===== src/rtl/type_param_rr_arbiter.sv =====
// type_param_rr_arbiter: round-robin arbiter for a typed payload channel,
// with optional packet locking and one registered output stage.
module type_param_rr_arbiter #(
  parameter int  NUM_REQ   = 4,
  parameter type PAYLOAD_T = logic [7:0],
  parameter bit  LOCK_EN   = 1'b1,
  parameter int  SRC_W     = (NUM_REQ > 1) ? $clog2(NUM_REQ) : 1
) (
  input  logic               clk,
  input  logic               rst_n,
  input  logic [NUM_REQ-1:0] req_valid,
  output logic [NUM_REQ-1:0] req_ready,
  input  PAYLOAD_T           req_data [NUM_REQ],
  input  logic [NUM_REQ-1:0] req_last,
  output logic               out_valid,
  input  logic               out_ready,
  output PAYLOAD_T           out_data,
  output logic               out_last,
  output logic [SRC_W-1:0]   out_src,
  output logic [NUM_REQ-1:0] grant,
  output logic               busy
);

  typedef enum logic {IDLE, LOCKED} state_t;

  state_t             state;
  logic [SRC_W-1:0]   rr_ptr;
  logic [SRC_W-1:0]   lock_idx;
  logic [SRC_W-1:0]   cand;
  logic [SRC_W-1:0]   gidx;
  logic [SRC_W-1:0]   next_ptr;
  logic               found;
  logic               load_ok;
  logic               xfer;
  logic [NUM_REQ-1:0] grant_c;

  assign load_ok = !out_valid || out_ready;

  // first valid requester at or after rr_ptr, wrapping
  always_comb begin
    int idx;
    cand  = '0;
    found = 1'b0;
    idx   = 0;
    for (int k = 0; k < NUM_REQ; k++) begin
      idx = int'(rr_ptr) + k;
      if (idx >= NUM_REQ) idx = idx - NUM_REQ;
      if (!found && req_valid[idx]) begin
        found = 1'b1;
        cand  = SRC_W'(idx);
      end
    end
  end

  assign gidx = (state == LOCKED) ? lock_idx : cand;

  always_comb begin
    grant_c = '0;
    if (rst_n && (state == LOCKED || found))
      grant_c[gidx] = 1'b1;
  end

  assign grant     = grant_c;
  assign req_ready = grant_c & {NUM_REQ{load_ok}};
  assign xfer      = |(req_valid & req_ready);
  assign busy      = (state == LOCKED) || out_valid;
  assign next_ptr  = (int'(gidx) == NUM_REQ - 1) ? '0 : gidx + 1'b1;

  always_ff @(posedge clk or negedge rst_n) begin
    if (!rst_n) begin
      out_valid <= 1'b0;
      out_data  <= '0;
      out_last  <= 1'b0;
      out_src   <= '0;
      rr_ptr    <= '0;
      lock_idx  <= '0;
      state     <= IDLE;
    end else begin
      if (xfer) begin
        out_valid <= 1'b1;
        out_data  <= req_data[gidx];
        out_last  <= req_last[gidx];
        out_src   <= gidx;
        if (req_last[gidx] || !LOCK_EN) begin
          state  <= IDLE;
          rr_ptr <= next_ptr;
        end else begin
          state    <= LOCKED;
          lock_idx <= gidx;
        end
      end else if (out_ready) begin
        out_valid <= 1'b0;
      end
    end
  end

endmodule


===== config.mk =====
export PLATFORM = sky130hd
export DESIGN_NAME = type_param_rr_arbiter
export DESIGN_NICKNAME = d
export VERILOG_FILES = /design/src/rtl/type_param_rr_arbiter.sv
export SDC_FILE = /design/constraint.sdc
export NUM_CORES = 1
export LEC_CHECK = 0
export ABC_AREA = 1
export CORE_UTILIZATION = 45
export CTS_BUF_LIST = sky130_fd_sc_hd__clkbuf_4 sky130_fd_sc_hd__clkbuf_8
export DETAILED_ROUTE_END_ITERATION = 8
export GPL_TIMING_DRIVEN = 0
export PLACE_DENSITY = 0.83
export SLEW_MARGIN = 25
export SYNTH_ARGS = -nofsm -noshare
export SYNTH_HDL_FRONTEND = slang
export SYNTH_SLANG_ARGS = --single-unit

===== constraint.sdc =====
create_clock -name clk -period 3.2 [get_ports clk]
set_clock_uncertainty 0.1 [all_clocks]
set_input_delay 0.64 -clock clk [delete_from_list [all_inputs] [get_ports clk]]
set_output_delay 0.64 -clock clk [all_outputs]
set_load 0.05 [all_outputs]

### Word level (Yosys, flattened, before mapping)

Index checks and enable logic that the tools add are counted.

* output and inout bits: 21
* word-level logic and storage cells: 84
* input port bits: 43
* flip-flop bits (word level): 17

* multiplexer cells: 37
* magnitude comparators: 11
* add/subtract/negate cells: 8
* bitwise gates (word level): 4
* equality and inequality tests: 1
* reductions and logical operators: 16

Operator list (count)
* less-than comparator 32 x 4 -> 1 bit (second input constant): 4
* two-way mux 32 bit: 4
* two-way mux 1 bit: 17
* binary-select mux 8 bit (select 2 bit): 1
* two-way mux 8 bit: 2
* greater-or-equal comparator 3 bit (second input constant): 4
* two-way mux 2 bit: 6
* subtractor 3 x 3 -> 4 bit (second input constant): 3
* binary-select mux 1 bit (select 2 bit): 5
* AND 4 bit: 2
* adder 2 x 2 -> 3 bit (second input constant): 2
* logical AND 1 bit: 5
* logical NOT 1 bit: 4
* two-way mux 4 bit: 1
* AND reduction 2 bit: 2
* OR reduction 4 bit: 1
* subtractor 2 x 3 -> 4 bit (second input constant): 1
* adder 2 x 1 -> 3 bit (second input constant): 1
* greater-or-equal comparator 2 x 3 -> 1 bit (second input constant): 1
* logical OR 1 bit: 3
* less-than comparator 2 x 3 -> 1 bit (second input constant): 1
* NOT 2 -> 3 bit: 1
* adder 2 x 1 -> 2 bit (second input constant): 1
* demux 1 bit (select 2 bit): 1
* 4 further kinds: 4

### Longest topological paths before layout

* word-level depth: 25
* mapped depth: 19
* mapped depth without buffers: 18

### Least setup slack after synthesis

OpenSTA, ideal clock, no wires.

* path type: in2out
* from: in req_valid[2]
* to: out req_ready[1]
* arrival time: 3031 ps
* path buffers: 1
* setup slack: -571 ps
* cell stages on the path: 11
* required time: 2460 ps
* path through: inv_1 -> nand2_1 -> nand3_1 -> nand2_2 -> clkinv_2 -> nand3_1 -> nor2_2 -> nor2_2 -> nand2_4 -> buf_2 -> nor4_1

* longest elaborated chain between the ends: 20
* elaborated cells between the ends (all ways): 36
* classes of those cells: 2 x order compare; 24 x mux; 1 x bitwise; 9 x reduce/logical

Ends and longest elaborated chain
* from (decl): RTL line 11 `input logic [NUM_REQ-1:0] req_valid,`
* binary-select mux 1 bit (select 2 bit): RTL line 48 `if (!found && req_valid[idx]) begin`
* two-way mux 1 bit (implied by the code) (2 in a row): RTL line 48
* two-way mux 1 bit: RTL line 48
* logical NOT 1 bit: RTL line 48
* logical AND 1 bit: RTL line 48
* two-way mux 1 bit: RTL line 48
* logical NOT 1 bit: RTL line 48
* logical AND 1 bit: RTL line 48
* [3 not listed]
* two-way mux 2 bit: RTL line 48
* two-way mux 2 bit: RTL line 55 `assign gidx = (state == LOCKED) ? lock_idx : cand;`
* less-than comparator 2 x 3 -> 1 bit (implied by the code) or greater-or-equal comparator 2 x 1 -> 1 bit (tied branches): RTL line 60 `grant_c[gidx] = 1'b1;`
* logical AND 1 bit (implied by the code): RTL line 60
* two-way mux 1 bit (implied by the code): RTL line 60
* demux 1 bit (select 2 bit): RTL line 60
* two-way mux 4 bit *: RTL line 59 `if (rst_n && (state == LOCKED || found))`
* AND 4 bit *: RTL line 64 `assign req_ready = grant_c & {NUM_REQ{load_ok}};`
* to (decl): RTL line 12 `output logic [NUM_REQ-1:0] req_ready,`

Every way passes the cells marked *; elsewhere a longest branch is shown, timed or not. The select of a mux whose other input is x is not followed.

### Final worst setup path

* from: in req_valid[2]
* to: out req_ready[2]

* longest elaborated chain between the ends: 20
* elaborated cells between the ends (all ways): 36
* classes of those cells: 2 x order compare; 24 x mux; 1 x bitwise; 9 x reduce/logical

Ends and longest elaborated chain
* binary-select mux 1 bit (select 2 bit): RTL line 48
* two-way mux 1 bit (implied by the code) (2 in a row): RTL line 48
* two-way mux 1 bit: RTL line 48
* logical NOT 1 bit: RTL line 48
* logical AND 1 bit: RTL line 48
* two-way mux 1 bit: RTL line 48
* logical NOT 1 bit: RTL line 48
* logical AND 1 bit: RTL line 48
* [4 not listed]
* two-way mux 2 bit *: RTL line 55
* via gidx[1]: RTL line 30 `logic [SRC_W-1:0] gidx;`
* less-than comparator 2 x 3 -> 1 bit (implied by the code) or greater-or-equal comparator 2 x 1 -> 1 bit (tied branches): RTL line 60
* logical AND 1 bit (implied by the code): RTL line 60
* two-way mux 1 bit (implied by the code): RTL line 60
* demux 1 bit (select 2 bit) *: RTL line 60
* two-way mux 4 bit *: RTL line 59
* AND 4 bit *: RTL line 64

The timed path passes the listed nets; every way through them passes the cells marked *. The select of a mux whose other input is x is not followed.

==> flow_metrics.env <==
export IMPL_final_cell_area_um2=2460
export IMPL_die_x_um=61.4
export IMPL_path_clk_slew_ns=0.11
export IMPL_hpwlAfterDp_mm=3.33
export IMPL_drc=0
export IMPL_critPathBufInv=5
export IMPL_htreeDepth=1
export IMPL_period_share=0.975
export IMPL_clkLatencyLatePin_ns=0.32
export IMPL_tns_ns=0
export IMPL_num_nets_final=366
export IMPL_crit_arrival_ns=2.38
export IMPL_drv_cap=0
export IMPL_wl_per_cell_um=13.4
export IMPL_hold_violations=0
export IMPL_critPathTopFamily="simple AND/OR/NAND/NOR gates"
export IMPL_std_cell_rows=21
export IMPL_start_util=0.472
export IMPL_grt_pass1_wl_mm=7.34
export IMPL_antenna_left=0
export IMPL_cts_tree="done"
export IMPL_die_height_um=61.4
export IMPL_cp_start_kind="primary input"
export IMPL_critPathCaptureType="output port"
export IMPL_vias=1857
export IMPL_slew_viol_final=0
export IMPL_core_region_area_um2=3360
export IMPL_cts_buffers=3
export IMPL_postCtsHoldBufs=0
export IMPL_crit_start="req_valid[2]"
export IMPL_dr_pass1_iters=4
export IMPL_critPathMaxFanout=5
export IMPL_n_antenna_cell=0
export IMPL_worstSetupPathType="in2out"
export IMPL_placed_area_um2=2270
export IMPL_totalWireLength_mm=4.89
export IMPL_antenna_found_initial=0
export IMPL_grt_max_degree=21
export IMPL_die_area_um2=3770
export IMPL_synthToLayoutAreaGrowth_pct=55.0
export IMPL_cts_root_buf="clkbuf_4"
export IMPL_synth_seq_cells=17
export IMPL_netlist_area_um2=1590
export IMPL_synthCells=239
export IMPL_crit_chain="clkdlybuf4s15_1 -> inv_2 -> nand2_1 -> nand3_2 -> nand2_2 -> nor2_1 -> nand3_1 -> nand2_2 -> nor2_4 -> nor2_4 -> buf_6 -> ha_2 -> nand4_1 -> inv_1 -> buf_6"
export IMPL_status="completed"
export IMPL_dp_cells=348
export IMPL_io_buffers=63
export IMPL_grtUsageTotal=0.273
export IMPL_hold_class="in2async"
export IMPL_setup_viol=0
export IMPL_timing_final_ws_setup_ns=0.0806
export IMPL_synth_nets=284
export IMPL_ys_warn_count=0
export IMPL_vias_per_cell=5.07
export IMPL_dp_worst_setup_slack_ns=-1.14
export IMPL_finalNonFillerCells=366
export IMPL_synth_distinct_cells=29
export IMPL_initialDrtViolationCount=94
export IMPL_num_io_pins=64
export IMPL_layout_drive_gt1_share=0.291
export IMPL_grt_overflow_total=0
export IMPL_fmax_ghz=0.321
export IMPL_tightest_slew_ns=0.530
export IMPL_clock_sinks=17
export IMPL_grt_pass1_vias=1672
export IMPL_yosysSeqAreaShare=0.268
export IMPL_avgSynthCellArea_um2=6.64
export IMPL_period_needed_ns=3.12
export IMPL_crit_path_top_delay_cell="clkdlybuf4s15_1"
export IMPL_clockBufferDepth=2
export IMPL_worstReg2RegStart="rr_ptr[0]$_DFFE_PN0P_"
export IMPL_max_stage_delay_ns=0.22
export IMPL_place_congestion=0.835
export IMPL_slew_headroom=0.646
export IMPL_worstPathRequired_ns=2.46
[layer usage]
| layer | part of all wire | vias to the layer above | track usage |
|---|---|---|---|
| met5 | 0 | - | 0 |
| met4 | 0.023 | 0 | 0.143 |
| met3 | 0.063 | 11 | 0.0735 |
| met2 | 0.53 | 62 | 0.483 |
| met1 | 0.39 | 866 | 0.298 |
| li1 | - | 918 | - |
[synthesized netlist by cell type (all sizes together)]
library cell,count,area (um^2)
nand2,84,360
nor4,2,12.5
nor3,2,10.0
nand4,6,58.8
dfrtp,17,425
clkinv,2,8.75
nand3,16,97.6
o22ai,8,50.1
inv,38,143
o211ai,2,15.0
buf,8,71.3
o21ai,21,154
ha,2,25.0
nor2,31,155
[worst reg2reg max path, cell delays in order, from the launching register on]
cell	delay (ns)
dfrtp_2	0.47
buf_6	0.15
nand2_1	0.08
nand3_2	0.13
nand2_2	0.12
clkinv_2	0.08
nand3_2	0.08
nand3_4	0.10
o21ai_4	0.16
buf_6	0.12
ha_2	0.17
nand4_1	0.10
buf_4	0.15
buf_4	0.12
buf_4	0.11
nor2_1	0.16
nor2_4	0.06
nand3_4	0.18
buf_12	0.17
nand3_1	0.07
nand2_1	0.07
[repair_timing]
action,4_1_cts,5_1_grt
endpoints found under the setup margin,24,24
pin swaps,7,5
gates cloned,0,1
endpoints found under the hold margin,0,0
buffers inserted,10,3
resized for setup,62,26
[final cells by class]
type	count	area (um^2)
Fill cell	289	903
Tap cell	46	57.6
Buffer	7	78.8
Timing Repair Buffer	78	718
Multi-Input combinational cell	174	996
Sequential cell	17	428
Clock buffer	3	22.5
Inverter	40	154
Clock inverter	1	5.00
[cells by family after synthesis]
logic type      Yosys count  synth area share
compound gates           31             0.138
fa+ha+maj                 2            0.0158
buf+inv                  48             0.140
flops                    17             0.268
simple gates            141             0.438
[metrics by stage]
step / hold slack, ns / utilization
after floorplan: 0.244 / -
after global placement: 0.357 / 0.676
after detailed placement: 0.360 / 0.676
after CTS: 0.387 / 0.712
after global routing: 0.254 / 0.731
final: 0.250 / 0.731
[sequential cells by signal (all words and copies together), names as in the netlist]
name       count
rr_ptr         2
out_valid      1
out_data       8
out_src        2
out_last       1
lock_idx       2
state          1
[cells in the final DEF (no fill, tap or decap)]
cell type / synthesis / routed
ha_2: 0 / 2
dfrtp_1: 17 / 15
clkbuf_4: 0 / 4
clkdlybuf4s15_1: 0 / 1
clkbuf_2: 0 / 2
nand4_2: 1 / 1
buf_4: 0 / 16
nor4_1: 2 / 2
nand3_1: 14 / 11
nand3_4: 1 / 2
buf_8: 1 / 2
o211ai_1: 2 / 2
nor2_8: 1 / 1
buf_12: 1 / 1
o21ai_4: 0 / 1
o21ai_0: 8 / 8
nand3_2: 1 / 3
nor3_1: 2 / 2
nand4_4: 1 / 1
inv_2: 3 / 4
clkdlybuf4s50_1: 0 / 50
nor2_2: 3 / 3
dfrtp_2: 0 / 2
buf_2: 5 / 5
clkinv_2: 1 / 2
dlygate4sd2_1: 0 / 2
nand4_1: 4 / 4
clkinv_1: 1 / 1
nand2_4: 2 / 2
inv_1: 35 / 33
o21ai_2: 13 / 12
o22ai_1: 8 / 8
inv_4: 0 / 1
nand2_2: 12 / 18
nor2_1: 25 / 24
buf_6: 1 / 5
nor2_4: 2 / 3
nand2_1: 70 / 64
[worst paths after layout]
kind	endpoint	slack [ns]	depth (start not counted)
max in group asynchronous	rr_ptr[1]$_DFFE_PN0P_	2.28	2
setup reg to reg	rr_ptr[1]$_DFFE_PN0P_	0.17	20
min in group clk	lock_idx[1]$_DFFE_PN0P_	0.39	2
hold reg to reg	lock_idx[1]$_DFFE_PN0P_	0.39	2
setup / recovery	req_ready[2]	0.08	15
hold / removal	out_data[6]$_DFFE_PN0P_	0.25	1
Power of run 1 is not shown: default switching activity piles up to over one toggle a cycle in this logic, so the estimate is an artifact.
